$ cat src/rtl/spi_cmd_log.sv
// spi_cmd_log
//   Command-log FIFO placed after the SPI emulator's command decoder. Every
//   cmd_strobe is timestamped and queued, so firmware can drain commands at
//   its own pace instead of losing them to a single latched register.
//
// Ports
//   clk, resetn       system clock (rising edge), asynchronous active-low reset
//   cmd_strobe        one-cycle pulse: cmd_in/addr_in/len_in hold a new command
//   cmd_in[7:0]       SPI opcode
//   addr_in[31:0]     SPI address
//   len_in[11:0]      transfer length
//   iomem_sel         bus access to this block (valid AND address decode)
//   iomem_addr[3:0]   byte offset in the window, [3:2] selects the register
//   iomem_wstrb[3:0]  byte write strobes, all zero for a read
//   iomem_wdata[31:0] write data (contents unused: writes are pure triggers)
//   iomem_ready       one-cycle access-complete pulse
//   iomem_rdata[31:0] read data, valid while iomem_ready is high
//   irq               high while the FIFO holds at least one entry
//
// Register window
//   0x00 STATUS  {dropped[15:0], 5'b0, overflow, full, empty, count[7:0]}
//                write with wstrb[3] or wstrb[2] clears dropped and overflow
//   0x04 HEAD0   {ts (zero-extended to 24 bits), cmd}
//   0x08 HEAD1   addr
//   0x0C HEAD2   {20'b0, len}; any write pops the head entry
//   HEAD0..2 read as zero while the FIFO is empty.

module spi_cmd_log #(
    parameter int DEPTH_LOG2 = 5,
    parameter int TS_WIDTH   = 24
) (
    input  logic        clk,
    input  logic        resetn,
    input  logic        cmd_strobe,
    input  logic [7:0]  cmd_in,
    input  logic [31:0] addr_in,
    input  logic [11:0] len_in,
    input  logic        iomem_sel,
    input  logic [3:0]  iomem_addr,
    input  logic [3:0]  iomem_wstrb,
    input  logic [31:0] iomem_wdata,
    output logic        iomem_ready,
    output logic [31:0] iomem_rdata,
    output logic        irq
);

    localparam int DEPTH = 1 << DEPTH_LOG2;
    localparam int CW    = DEPTH_LOG2 + 1;
    localparam int PW    = DEPTH_LOG2;
    localparam int EW    = TS_WIDTH + 52;

    localparam logic [CW-1:0] FULL_COUNT = CW'(DEPTH);

    localparam logic [1:0] REG_STATUS = 2'd0;
    localparam logic [1:0] REG_HEAD0  = 2'd1;
    localparam logic [1:0] REG_HEAD1  = 2'd2;
    localparam logic [1:0] REG_HEAD2  = 2'd3;

    logic [TS_WIDTH-1:0] ts_q;
    logic [PW-1:0]       wr_ptr_q;
    logic [PW-1:0]       rd_ptr_q;
    logic [CW-1:0]       count_q;
    logic [CW-1:0]       count_d;
    logic [15:0]         dropped_q;
    logic [15:0]         dropped_d;
    logic                overflow_q;
    logic                overflow_d;
    logic                ready_q;
    logic [31:0]         rdata_q;
    logic [31:0]         rdata_d;
    logic                irq_q;

    logic [EW-1:0]       mem [DEPTH];

    logic                access;
    logic                pop_en;
    logic                push_en;
    logic                drop;
    logic                clear_req;
    logic                empty;
    logic                full;
    logic [EW-1:0]       head;
    logic [TS_WIDTH-1:0] head_ts;
    logic [7:0]          head_cmd;
    logic [31:0]         head_addr;
    logic [11:0]         head_len;

    // Only the register select and the strobes matter on the bus side.
    logic unused_bus_bits;
    assign unused_bus_bits = ^{iomem_addr[1:0], iomem_wdata};

    // A bus access starts only when no ready pulse is in flight, which caps
    // the rate at one access per two cycles even if iomem_sel stays high.
    // A pop on an empty FIFO is silently ignored; a pop on a full FIFO frees
    // the slot that a same-cycle strobe then fills, so nothing is dropped.
    always_comb begin
        access    = iomem_sel & ~ready_q;
        empty     = (count_q == '0);
        full      = (count_q == FULL_COUNT);
        pop_en    = access & (|iomem_wstrb) & (iomem_addr[3:2] == REG_HEAD2) & ~empty;
        clear_req = access & (iomem_wstrb[3] | iomem_wstrb[2]) & (iomem_addr[3:2] == REG_STATUS);
        push_en   = cmd_strobe & (~full | pop_en);
        drop      = cmd_strobe & full & ~pop_en;
    end

    // Occupancy and drop statistics. The clear has priority over a drop that
    // lands on the same edge, so firmware never sees a stale nonzero count
    // right after acknowledging it.
    always_comb begin
        count_d = count_q;
        if (push_en && !pop_en) begin
            count_d = count_q + CW'(1);
        end else if (pop_en && !push_en) begin
            count_d = count_q - CW'(1);
        end

        dropped_d  = dropped_q;
        overflow_d = overflow_q;
        if (clear_req) begin
            dropped_d  = '0;
            overflow_d = 1'b0;
        end else if (drop) begin
            overflow_d = 1'b1;
            if (dropped_q != 16'hFFFF) begin
                dropped_d = dropped_q + 16'd1;
            end
        end
    end

    // Unpack the head entry; layout is {ts, cmd, addr, len}.
    always_comb begin
        head      = mem[rd_ptr_q];
        head_ts   = head[EW-1 -: TS_WIDTH];
        head_cmd  = head[51:44];
        head_addr = head[43:12];
        head_len  = head[11:0];
    end

    // Read mux, evaluated from pre-edge state.
    always_comb begin
        rdata_d = '0;
        case (iomem_addr[3:2])
            REG_STATUS: rdata_d = {dropped_q, 5'b0, overflow_q, full, empty, 8'(count_q)};
            REG_HEAD0:  if (!empty) rdata_d = {24'(head_ts), head_cmd};
            REG_HEAD1:  if (!empty) rdata_d = head_addr;
            REG_HEAD2:  if (!empty) rdata_d = {20'b0, head_len};
            default:    rdata_d = '0;
        endcase
    end

    // Control state; the irq is registered from the next-state occupancy so
    // it changes on the same edge as the count itself.
    always_ff @(posedge clk or negedge resetn) begin
        if (!resetn) begin
            ts_q       <= '0;
            wr_ptr_q   <= '0;
            rd_ptr_q   <= '0;
            count_q    <= '0;
            dropped_q  <= '0;
            overflow_q <= 1'b0;
            ready_q    <= 1'b0;
            rdata_q    <= '0;
            irq_q      <= 1'b0;
        end else begin
            ts_q       <= ts_q + TS_WIDTH'(1);
            if (push_en) wr_ptr_q <= wr_ptr_q + PW'(1);
            if (pop_en)  rd_ptr_q <= rd_ptr_q + PW'(1);
            count_q    <= count_d;
            dropped_q  <= dropped_d;
            overflow_q <= overflow_d;
            ready_q    <= access;
            if (access) rdata_q <= rdata_d;
            irq_q      <= (count_d != '0);
        end
    end

    // Entry storage has no reset; only slots between the pointers are read.
    always_ff @(posedge clk) begin
        if (push_en) begin
            mem[wr_ptr_q] <= {ts_q, cmd_in, addr_in, len_in};
        end
    end

    assign iomem_ready = ready_q;
    assign iomem_rdata = rdata_q;
    assign irq         = irq_q;

endmodule

$ cat config.mk
export PLATFORM = sky130hd
export DESIGN_NAME = spi_cmd_log
export DESIGN_NICKNAME = d
export VERILOG_FILES = /design/src/rtl/spi_cmd_log.sv
export SDC_FILE = /design/constraint.sdc
export NUM_CORES = 2
export LEC_CHECK = 0
export ABC_AREA = 0
export CORE_MARGIN = 2
export CORE_UTILIZATION = 25
export CTS_CLUSTER_DIAMETER = 100
export CTS_CLUSTER_SIZE = 20
export DETAILED_ROUTE_END_ITERATION = 8
export GPL_ROUTABILITY_DRIVEN = 0
export GPL_TIMING_DRIVEN = 0
export HOLD_SLACK_MARGIN = 0.02
export PLACE_DENSITY = 0.37
export SLEW_MARGIN = 15
export SYNTH_ARGS = -nofsm -noshare
export SYNTH_HDL_FRONTEND = slang
export SYNTH_SLANG_ARGS = --single-unit
$ cat constraint.sdc
create_clock -name clk -period 5.7 [get_ports clk]
set_input_delay 1.14 -clock clk [delete_from_list [all_inputs] [get_ports clk]]
set_output_delay 1.14 -clock clk [all_outputs]
set_load 0.01 [all_outputs]
==> run_results.csv <==
group,metric,value,unit
critical_path,worstSetupStartpoint,"iomem_sel",
yosys,synth_xor_area_share,0.443,%
yosys,synth_top_family_by_area,"multiplexers",
yosys,ys_seq_elements,2523,
global_route,gr-total-overflow,0,
critical_path,critPathLaunchType,"primary input",
flow_run,drv_cap,0,
power_and_ir_drop,power_density,443,nW/um^2
timing,fmax,187,MHz
yosys,yosys.area.top_type,"edfxtp_1",
yosys,synthSimpleGateAreaFrac,1.66,%
timing,maxSlewViolCount,0,
power_and_ir_drop,peakVddDrop,0.249,mV
critical_path,cp_slowest_stage_delay,0.69,ns
yosys,syn_avg_cell_area,22.8,um^2
clock_network,postCtsHoldBufs,0,
critical_path,crit_top_cell,"buf_12",
global_route,grt_pass1_vias,49000,
finish,post_route_cells_drive_above_1_share,28.5,%
timing,finalSetupTns,0,ns
placement,hpwl,277,mm
route,drc,0,
yosys,syn-instance-count,4259,
yosys,synth_flop_cell,"edfxtp_1",
yosys,syn_area,96900,um^2
floorplan,io_pins,130,
route,finalWirelength,390,mm
clock_network,cts_htree_levels,4,
power_and_ir_drop,power.leakage,0.0359,uW
timing,relSlewSlack,13.5,%
critical_path,arrival,5.92,ns
floorplan,dieArea,393000,um^2
critical_path,path_cells,"clkdlybuf4s50_1 > nand2b_1 > clkbuf_1 > inv_1 > nand3_1 > a21oi_2 > nand2_1 > nor2_4 > buf_12 > buf_12 > buf_16 > buf_12 > buf_12",
clock_network,clockBufferDepth,4,
critical_path,worst-path-max-fanout,11,
placement,placed_area,110000,um^2
clock_network,numCtsBuffers,152,
critical_path,cp_slowest_cell,"nor2_4",
yosys,yosys-top-cells-area,"edfxtp_1, mux4_2, dfrtp_1",
yosys,ys_types,64,
yosys,synth-edff-count,2432,
timing,clock_skew,0.0520,ns
timing,worst-slew-pin-transition,1.30,ns
critical_path,r2r-start,"rd_ptr_q[1]",
timing,setup_viol,0,
route,drtIter0Drc,6072,
finish,fill_cells,37400,
finish,nets,4861,
finish,area_growth,18.2,%
yosys,ys.warnings.count,0,
floorplan,die_y,627,um
critical_path,crit_end,"mem[6][75]",
critical_path,worstSetupPathType,"primary input to flip-flop",
route,wl_per_cell,38.8,um
yosys,async_reset_ff_share,3.61,%
clock_network,clkLatencyLatePin,0.89,ns
critical_path,cp-end-kind,"flip-flop",
yosys,post-synth-top-count-cell,"edfxtp_1",
finish,post-route-cell-area,115000,um^2
critical_path,worstReg2RegEnd,"iomem_rdata[4]",
clock_network,path_clk_slew,0.09,ns
clock_network,post_cts_buffers,0,
timing,finalCritPeriodShare,94.0,%
status,status,"completed",
global_route,grt_pass1_wl,507,mm
critical_path,r2r_slack,0.53,ns
yosys,synthAdderAreaFrac,0.116,%
route,dr_total_vias,49100,
route,first_pass_iters,6,
placement,port_buffers,95,
worst_hold_path,hold_path.class,"primary input to asynchronous set/reset pin",
clock_network,ctsRootBufferMaster,"clkbuf_16",
critical_path,r2r_cells,10,
critical_path,cp.required,6.26,ns
timing,hold_viol_final,0,
yosys,synth_compound_area_share,2.03,%
timing,rsz0062_at_grt,"false",
yosys,synth_nets,4364,
route,vias_per_cell,4.89,
route,ant_nets,0,
floorplan,coreArea,386000,um^2
yosys,yosys-top-cells-count,"edfxtp_1, mux4_2, mux2i_1",
global_route,grt_max_degree,56,
clock_network,cts_tree,"built",
floorplan,num_rows,228,
timing,fin_crit,5.36,ns
clock_network,cts.sinks,2523,
yosys,ys_seq_area_share,77.7,%
global_route,grt_use_total,19.6,%
yosys,yosysTopAreaCellShare,75.4,%
yosys,synth_mux_area_share,16.7,%
floorplan,die_w,627,um
floorplan,floorplan.initialDensity,25.1,%
global_route,antenna_found_initial,40,
worst max-delay path, delay by kind of cell:
family / cells / cell delay (ns)
and+or+nand+nor: 4 / 1.78
buffers and inverters: 8 / 2.29
AOI/OAI and AO/OA: 1 / 0.61
stage by stage:
step / total power, uW / setup WS (ns) / utilization (%) / hold slack (ns) / cells
floorplan: 30600 / -0.341 / - / 0.479 / 4259
global placement: 39300 / -11.65 / 27.1 / 0.512 / 9529
detailed placement: 39800 / -1.15 / 28.6 / 0.506 / 9777
CTS: 51500 / 0.262 / 29.7 / 0.128 / 10000
global route: 52300 / 0.262 / 29.7 / 0.157 / 10000
finish: 50700 / 0.340 / 29.7 / 0.179 / 10000
cells in the final DEF (no fill, tap or decap), drive strengths merged, types with 6 or more instances in the layout:
cell           count
edfxtp          2432
mux4             628
buf              436
clkbuf           290
mux2i            174
nand2            112
dfrtp             91
nor2              78
clkdlybuf4s50     61
o21ai             55
a21oi             48
xnor2             39
nand3             35
mux2              30
a22oi             30
o221ai            27
inv               22
nand4             21
a211oi            20
a221oi            15
o211ai            15
nor2b             13
diode             12
a31oi             12
and2              12
a222oi            11
nor3              11
clkinv            11
xor2              10
nor4              10
a32oi             10
and3               9
ha                 9
nand2b             7
a2111oi            6
flip-flops by register name, summed over array words and instances, names as in the netlist:
name,flops
mem,2432
iomem_rdata,32
ts_q,24
dropped_q,16
count_q,6
rd_ptr_q,5
wr_ptr_q,5
iomem_ready,1
irq,1
overflow_q,1
report_power, final:
group | switching (uW) | internal, uW
clock | 6450 | 5280
sequential | 552 | 21300
combinational | 10800 | 6360
total | 17800 | 32900
logic make-up (layout without fill, tap and decap cells):
| group | count (synthesis) | after routing |
|---|---|---|
| mux | 832 | 832 |
| buf+inv | 234 | 824 |
| compound gates | 280 | 280 |
| other cells | 0 | 12 |
| flops | 2523 | 2523 |
| fa+ha+maj | 9 | 9 |
| xor+xnor | 49 | 49 |
| simple gates | 332 | 332 |
repair_timing:
action | in CTS | in global routing
endpoints found under the setup margin | 44 | 0
resized for setup | 1 | 0
endpoints found under the hold margin | 0 | 0
layer usage:
metal / track usage [%] / vias to the layer above / routed length, um
met2: 33.4 / 1615 / 192000
li1: - / 19000 / -
met5: 0 / - / 52
met4: 4.54 / 10 / 9930
met3: 2.69 / 353 / 19700
met1: 26.5 / 28100 / 168000
area by class of cell:
class                   count  area [um^2]  share of cell area (%)
flip-flops and latches   2523        75300                    65.8
diodes                     12         30.0                  0.0262
plain buffers             219         1270                    1.11
inverters                  15         56.3                  0.0492
clock buffers             225         4160                    3.63
repair buffers            343         6280                    5.48
multi-input cells        1502        20600                    18.0
well taps                5175         6470                    5.65
clock inverters            22          280                   0.245
worst min-delay path by stage:
stage | from | cells after the start | endpoint | slack [ns]
after global placement | overflow_q | 2 | iomem_rdata[10] | 0.51
after detailed placement | ts_q[17] | 1 | ts_q[17] | 0.51
final | resetn | 1 | ts_q[1] | 0.18
after global routing | resetn | 1 | ts_q[8] | 0.16
after floorplan | overflow_q | 2 | iomem_rdata[10] | 0.48
after CTS | resetn | 1 | ts_q[9] | 0.13
(Power assumes the default switching activity.)
